**config.mk**
```make
export PLATFORM = sky130hd
export DESIGN_NAME = mpf_svc_vtp_l2_arb
export DESIGN_NICKNAME = d
export VERILOG_FILES = /design/src/rtl/mpf_svc_vtp_l2_arb.sv
export SDC_FILE = /design/constraint.sdc
export NUM_CORES = 1
export LEC_CHECK = 0
export BUFFER_PORTS_ARGS = -buffer_cell sky130_fd_sc_hd__clkbuf_2
export CAP_MARGIN = 20
export CORE_MARGIN = 2
export CORE_UTILIZATION = 45
export DETAILED_ROUTE_END_ITERATION = 10
export GPL_ROUTABILITY_DRIVEN = 0
export PLACE_DENSITY_LB_ADDON = 0.2
export SLEW_MARGIN = 0
export SYNTH_ARGS = -nofsm -noshare
export SYNTH_HDL_FRONTEND = slang
export SYNTH_SLANG_ARGS = --single-unit
```
**constraint.sdc**
```tcl
create_clock -name clk -period 2.8 [get_ports clk]
set_input_delay 0.14 -clock clk [delete_from_list [all_inputs] [get_ports clk]]
set_output_delay 0.14 -clock clk [all_outputs]
set_load 0.05 [all_outputs]
```
**src/rtl/mpf_svc_vtp_l2_arb.sv**
```systemverilog
// mpf_svc_vtp_l2_arb
// Shares one VTP L2 translation port among N_CLIENTS L1 miss handlers.
// Each client owns a one-entry request slot and an outstanding-request
// counter. A round-robin arbiter feeds a registered L2 request stage. L2
// responses are registered once and steered back by the client index held
// in the upper bits of the L2 tag.
//
// Ports:
//   clk, reset          clock, synchronous active-high reset
//   cli_reqEn/VA/Tag    per-client request inputs (packed, client i at slice i)
//   cli_reqRdy          client slot can accept this cycle
//   cli_busy            client has requests accepted but not yet answered
//   cli_rspValid        one-hot response strobe
//   cli_rsp*            broadcast response payload
//   l2_req*             request to the shared L2 (tag = {client, client tag})
//   l2_rsp*             L2 response, cannot be back-pressured
module mpf_svc_vtp_l2_arb #(
    parameter int N_CLIENTS       = 4,
    parameter int VA_PAGE_BITS    = 36,
    parameter int PA_PAGE_BITS    = 40,
    parameter int CLI_TAG_BITS    = 4,
    parameter int MAX_OUTSTANDING = 8,
    localparam int CIDX           = $clog2(N_CLIENTS),
    localparam int L2_TAG_BITS    = CIDX + CLI_TAG_BITS
) (
    input  logic                              clk,
    input  logic                              reset,
    input  logic [N_CLIENTS-1:0]              cli_reqEn,
    input  logic [N_CLIENTS*VA_PAGE_BITS-1:0] cli_reqVA,
    input  logic [N_CLIENTS*CLI_TAG_BITS-1:0] cli_reqTag,
    output logic [N_CLIENTS-1:0]              cli_reqRdy,
    output logic [N_CLIENTS-1:0]              cli_busy,
    output logic [N_CLIENTS-1:0]              cli_rspValid,
    output logic [PA_PAGE_BITS-1:0]           cli_rspPA,
    output logic                              cli_rspIsBigPage,
    output logic                              cli_rspError,
    output logic [CLI_TAG_BITS-1:0]           cli_rspTag,
    output logic                              l2_reqEn,
    output logic [VA_PAGE_BITS-1:0]           l2_reqVA,
    output logic [L2_TAG_BITS-1:0]            l2_reqTag,
    input  logic                              l2_reqRdy,
    input  logic                              l2_rspValid,
    input  logic [PA_PAGE_BITS-1:0]           l2_rspPA,
    input  logic                              l2_rspIsBigPage,
    input  logic                              l2_rspError,
    input  logic [L2_TAG_BITS-1:0]            l2_rspTag
);

    localparam int CNT_W = $clog2(MAX_OUTSTANDING + 1);
    localparam int SUM_W = CIDX + 1;

    // Per-client request slots and outstanding counters
    logic [N_CLIENTS-1:0]    r_slotValid;
    logic [VA_PAGE_BITS-1:0] r_slotVA  [N_CLIENTS];
    logic [CLI_TAG_BITS-1:0] r_slotTag [N_CLIENTS];
    logic [CNT_W-1:0]        r_cnt     [N_CLIENTS];
    logic [CIDX-1:0]         r_rr;

    // L2 request stage
    logic                    r_l2ReqEn;
    logic [VA_PAGE_BITS-1:0] r_l2ReqVA;
    logic [L2_TAG_BITS-1:0]  r_l2ReqTag;

    // Registered L2 response
    logic                    r_rspValid;
    logic [PA_PAGE_BITS-1:0] r_rspPA;
    logic                    r_rspIsBigPage;
    logic                    r_rspError;
    logic [L2_TAG_BITS-1:0]  r_rspTag;

    logic [N_CLIENTS-1:0]    w_accept;
    logic [N_CLIENTS-1:0]    w_strobe;
    logic [CIDX-1:0]         w_rspIdx;
    logic                    w_advance;
    logic                    w_found;
    logic [CIDX-1:0]         w_winner;
    logic [CIDX-1:0]         w_rrNext;
    logic [SUM_W-1:0]        w_cand;

    // Slot readiness depends only on registered state so a client never
    // sees a combinational path from its own request back to its ready.
    always_comb begin
        cli_reqRdy = '0;
        cli_busy   = '0;
        for (int i = 0; i < N_CLIENTS; i++) begin
            cli_reqRdy[i] = !r_slotValid[i] && (r_cnt[i] < CNT_W'(MAX_OUTSTANDING));
            cli_busy[i]   = (r_cnt[i] != '0);
        end
        w_accept = cli_reqEn & cli_reqRdy;
    end

    // Response steering: an index outside the client range matches no
    // client, so the response is silently dropped.
    always_comb begin
        w_rspIdx = r_rspTag[L2_TAG_BITS-1 -: CIDX];
        w_strobe = '0;
        for (int i = 0; i < N_CLIENTS; i++) begin
            w_strobe[i] = r_rspValid && (w_rspIdx == CIDX'(i));
        end
    end

    // Round-robin search starting at r_rr. The candidate index is formed
    // with one extra bit and folded back once, which handles client counts
    // that are not a power of two.
    always_comb begin
        w_advance = !r_l2ReqEn || l2_reqRdy;
        w_found   = 1'b0;
        w_winner  = '0;
        w_cand    = '0;
        for (int k = 0; k < N_CLIENTS; k++) begin
            w_cand = SUM_W'(r_rr) + SUM_W'(k);
            if (w_cand >= SUM_W'(N_CLIENTS)) begin
                w_cand = w_cand - SUM_W'(N_CLIENTS);
            end
            if (!w_found && r_slotValid[w_cand[CIDX-1:0]]) begin
                w_found  = 1'b1;
                w_winner = w_cand[CIDX-1:0];
            end
        end
        w_rrNext = (w_winner == CIDX'(N_CLIENTS - 1)) ? '0 : w_winner + 1'b1;
    end

    // Control state: slot valid bits, counters, pointer and the two valid
    // flags. Granting clears the winner's slot on the same edge the request
    // stage loads, so the client may refill it the cycle after.
    always_ff @(posedge clk) begin
        if (reset) begin
            r_slotValid <= '0;
            r_rr        <= '0;
            r_l2ReqEn   <= 1'b0;
            r_rspValid  <= 1'b0;
            for (int i = 0; i < N_CLIENTS; i++) begin
                r_cnt[i] <= '0;
            end
        end else begin
            if (w_advance) begin
                r_l2ReqEn <= w_found;
                if (w_found) begin
                    r_slotValid[w_winner] <= 1'b0;
                    r_rr                  <= w_rrNext;
                end
            end
            for (int i = 0; i < N_CLIENTS; i++) begin
                if (w_accept[i]) begin
                    r_slotValid[i] <= 1'b1;
                end
                // Accept and response together cancel; a response with
                // nothing counted (e.g. issued before a reset) saturates.
                case ({w_accept[i], w_strobe[i]})
                    2'b10:   r_cnt[i] <= r_cnt[i] + 1'b1;
                    2'b01:   if (r_cnt[i] != '0) r_cnt[i] <= r_cnt[i] - 1'b1;
                    default: ;
                endcase
            end
            r_rspValid <= l2_rspValid;
        end
    end

    // Payload registers carry no reset; their contents only matter while
    // the matching valid flag is set.
    always_ff @(posedge clk) begin
        for (int i = 0; i < N_CLIENTS; i++) begin
            if (w_accept[i]) begin
                r_slotVA[i]  <= cli_reqVA[i*VA_PAGE_BITS +: VA_PAGE_BITS];
                r_slotTag[i] <= cli_reqTag[i*CLI_TAG_BITS +: CLI_TAG_BITS];
            end
        end
        if (w_advance && w_found) begin
            r_l2ReqVA  <= r_slotVA[w_winner];
            r_l2ReqTag <= {w_winner, r_slotTag[w_winner]};
        end
        r_rspPA        <= l2_rspPA;
        r_rspIsBigPage <= l2_rspIsBigPage;
        r_rspError     <= l2_rspError;
        r_rspTag       <= l2_rspTag;
    end

    assign l2_reqEn         = r_l2ReqEn;
    assign l2_reqVA         = r_l2ReqVA;
    assign l2_reqTag        = r_l2ReqTag;
    assign cli_rspValid     = w_strobe;
    assign cli_rspPA        = r_rspPA;
    assign cli_rspIsBigPage = r_rspIsBigPage;
    assign cli_rspError     = r_rspError;
    assign cli_rspTag       = r_rspTag[CLI_TAG_BITS-1:0];

    // A client must not present a request while its slot is not ready.
    a_reqWhileNotRdy : assert property (@(posedge clk) disable iff (reset)
        ((cli_reqEn & ~cli_reqRdy) == '0));

endmodule
```
==> impl_metrics.json <==
{
  "status": "finished clean",
  "fin_nets": 1338,
  "grt_pass1_vias": 7266,
  "min_to": "r_slotValid[0]",
  "postSynthCellCount": 557,
  "endpoint_kind": "flip-flop",
  "antenna_found_initial": 1,
  "rrSetupSlack_ns": 0.20,
  "reg2reg_from": "r_cnt[2][3]",
  "viasPerCell": 4.80,
  "leakage_uw": 0.00631,
  "grt_max_degree": 45,
  "fin_area_mm2": 0.0150,
  "final_cell_count_no_fill": 1411,
  "maxSlewViolCount": 0,
  "worstPathMaxFanout": 3,
  "wl_mm": 26.2,
  "clockPowerShare_pct": 32.7,
  "track_usage_pct": 21.7,
  "finalPower_uw": 11900,
  "post_cts_buffers": 0,
  "drc_errors": 0,
  "vdd_drop_max_mv": 0.717,
  "reg2reg_depth": 10,
  "netSwitchingPower_uw": 3550,
  "numCtsBuffers": 29,
  "hold_viol_final": 0,
  "switching_share_pct": 29.9,
  "worstPathArrival_ns": 2.88,
  "intPower_uw": 8310,
  "clk_pin_slew_ns": 0.06,
  "clk_latency_ns": 0.55,
  "placement.io_buffers": 316,
  "maxCapViolCount": 0,
  "critPathLaunchType": "flip-flop",
  "design.die.area_mm2": 0.0233,
  "hold_class": "primary input to flip-flop",
  "ant_nets": 0,
  "wl_per_cell_um": 18.6,
  "fp.dieH_um": 153,
  "grt_overflow_total": 0,
  "max_clock_freq_mhz": 385,
  "final_layout_size_suffix_gt1_share_pct": 33.8,
  "placed_area_mm2": 0.0119,
  "start_util_pct": 45.8,
  "dp_hpwl_mm": 15.6,
  "fin_worst_skew_ns": 0.0243,
  "clkSinkCount": 274,
  "required_ns": 3.09,
  "setup_viol": 0,
  "vias": 6768,
  "p_seq_share_pct": 43.5,
  "die_x_um": 153,
  "synth_nets": 788,
  "cts_tree": "built",
  "multi_input_area_mm2": 0.00208,
  "syn_area_mm2": 0.00996,
  "min_path_cells": 2,
  "cts.htree.levels": 1,
  "rows": 54,
  "critPathLaunch": "r_cnt[2][3]",
  "rsz0062_at_grt": "false",
  "setup_tns_ns": 0,
  "fillers": 1472,
  "pwr-share-comb_pct": 23.8,
  "ys_ff_latch": 274,
  "crit_type": "flip-flop to flip-flop",
  "placeableCoreArea_mm2": 0.0218,
  "area_growth_pct": 51.0,
  "slew_headroom_pct": 45.7,
  "synth_warnings": 0,
  "regToRegEndpoint": "r_cnt[2][3]",
  "cts_root_buf": "clkbuf_16",
  "period_needed_ns": 2.60,
  "power_density_mw_per_mm2": 789,
  "post-route-period-util_pct": 92.8,
  "worst_pin_slew_ns": 0.813,
  "placed_cells": 1143,
  "grt_pass1_wl_mm": 39.3,
  "drt-initial-drc-count": 315,
  "yosysUniqueCellTypes": 33,
  "ios": 317,
  "dr.pass1.iters": 4,
  "hold_start": "reset",
  "yosysSeqAreaShare_pct": 77.0,
  "syn_avg_cell_area_um2": 17.9,
  "seq_area_mm2": 0.00767,
  "cts.path.max_buffers": 3
}
[layer usage]
| metal | track usage, % | vias up | routed length [um] |
|---|---|---|---|
| li1 | - | 3186 | - |
| met5 | 0 | - | 0 |
| met1 | 25.8 | 3280 | 10100 |
| met3 | 5.40 | 41 | 1770 |
| met2 | 39.2 | 261 | 13800 |
| met4 | 5.73 | 0 | 602 |
[state kept, by name (all words and copies together) (netlist names)]
register and count:
cli_rspError 1, cli_rspIsBigPage 1, cli_rspPA 40, l2_reqEn 1, l2_reqTag 6, l2_reqVA 36
r_cnt 16, r_rr 2, r_rspTag 6, r_rspValid 1, r_slotTag 16, r_slotVA 144
r_slotValid 4
[metrics by stage]
step / setup slack (ns) / hold slack (ns) / util [%]
2_1_floorplan: 0.000870 / 0.168 / -
3_3_place_gp: 0.275 / 0.242 / 54.9
3_5_place_dp: 0.208 / 0.244 / 54.9
4_1_cts: 0.205 / 0.0662 / 69.1
5_1_grt: 0.0219 / 0.108 / 69.1
6_report: 0.201 / 0.0698 / 69.1
[area by class of cell]
cell class / instances / area share (%)
flip-flops and latches: 274 / 51.0
repair buffers: 540 / 25.9
multi-input cells: 243 / 13.8
clock buffers: 38 / 5.25
well taps: 280 / 2.33
clock inverters: 16 / 1.19
inverters: 19 / 0.474
diodes: 1 / 0.0166
[how the worst max path moves through the flow]
stage,end,depth (start not counted)
after floorplan,r_cnt[2][3],11
after global placement,r_cnt[2][3],10
after detailed placement,r_cnt[2][3],10
after CTS,r_cnt[2][3],10
after global routing,r_cnt[2][3],10
final,r_cnt[2][3],10
[cells by family (layout without fill, tap and decap cells)]
family / count (synthesis) / after routing / synth area share [%]
AOI/OAI and AO/OA: 22 / 22 / 1.33
xor gates and xnor gates: 10 / 10 / 0.879
adders and majority gates: 15 / 15 / 2.11
buffers and inverters: 40 / 613 / 2.46
DFF: 274 / 274 / 77.0
muxes: 123 / 123 / 12.4
other: 0 / 1 / 0
and+or+nand+nor: 73 / 73 / 3.87
[cells in the final DEF, fill, tap and decap left out, types with 3 or more instances in the layout]
| cell type | Yosys | routed |
|---|---|---|
| clkbuf_2 | 0 | 316 |
| edfxtp_1 | 218 | 218 |
| dlygate4sd3_1 | 0 | 213 |
| mux2i_1 | 123 | 123 |
| dfxtp_1 | 56 | 56 |
| clkbuf_16 | 0 | 29 |
| nor2_1 | 21 | 21 |
| nand2_1 | 15 | 15 |
| inv_1 | 19 | 15 |
| ha_1 | 12 | 12 |
| a21oi_1 | 11 | 11 |
| nor3_1 | 12 | 11 |
| buf_12 | 0 | 8 |
| xor2_1 | 6 | 6 |
| clkinv_1 | 0 | 6 |
| clkbuf_1 | 3 | 6 |
| nand3b_1 | 4 | 4 |
| inv_2 | 0 | 4 |
| or3_1 | 4 | 4 |
| xnor2_1 | 4 | 4 |
| bufinv_16 | 0 | 4 |
| clkinv_2 | 0 | 4 |
| or4_4 | 3 | 3 |
| nand2b_1 | 3 | 3 |
| and3_1 | 3 | 3 |
| a21o_1 | 3 | 3 |
| o21ai_0 | 3 | 3 |
| fa_1 | 3 | 3 |
| clkbuf_8 | 0 | 3 |
| buf_4 | 9 | 3 |
[power groups by stage]
stage,clock [uW],sequential (uW),combinational [uW]
2_1_floorplan,0,6000,1070
3_5_place_dp,0,5240,2580
4_1_cts,3930,5160,2820
3_3_place_gp,0,5220,2550
6_report,3880,5160,2820
5_1_grt,4110,5200,2980
[critical path, stage by stage, from the launching register on]
cell and delay [ns]:
edfxtp_1 0.43, or4_4 0.56, and3_4 0.20, nand2b_1 0.15, inv_1 0.10, ha_1 0.29, a21o_1 0.18, a21oi_1 0.17
xnor2_1 0.10, nand3b_1 0.08, o21ai_0 0.07
[synthesized netlist by cell type]
cell / number / area share [%]
or4_4: 3 / 0.34
nor2b_1: 1 / 0.063
nand2_1: 15 / 0.57
nand3_1: 1 / 0.050
xnor2_1: 4 / 0.35
clkbuf_1: 3 / 0.11
and3_1: 3 / 0.19
inv_1: 19 / 0.72
a21oi_1: 11 / 0.55
nand2b_1: 3 / 0.19
nand3b_1: 4 / 0.30
ha_1: 12 / 1.5
and3b_1: 1 / 0.088
a22oi_1: 2 / 0.15
nor4_1: 1 / 0.063
a211oi_1: 1 / 0.075
nor3_1: 12 / 0.60
buf_4: 9 / 0.68
nor3b_1: 2 / 0.15
mux2i_1: 123 / 12
buf_2: 1 / 0.050
xor2_1: 6 / 0.53
or3_1: 4 / 0.25
nor2_1: 21 / 0.79
a21oi_2: 1 / 0.088
o21ai_0: 3 / 0.15
a21o_1: 3 / 0.23
a2bb2oi_1: 1 / 0.088
fa_1: 3 / 0.60
edfxtp_1: 218 / 66
dfxtp_1: 56 / 11
and3_4: 2 / 0.23
buf_6: 8 / 0.90
[timing repair]
action,4_1_cts,5_1_grt
hold endpoints to repair,213,0
hold buffers,213,0
resized for setup,0,0
Note: power is estimated with default switching activity, not from simulation.
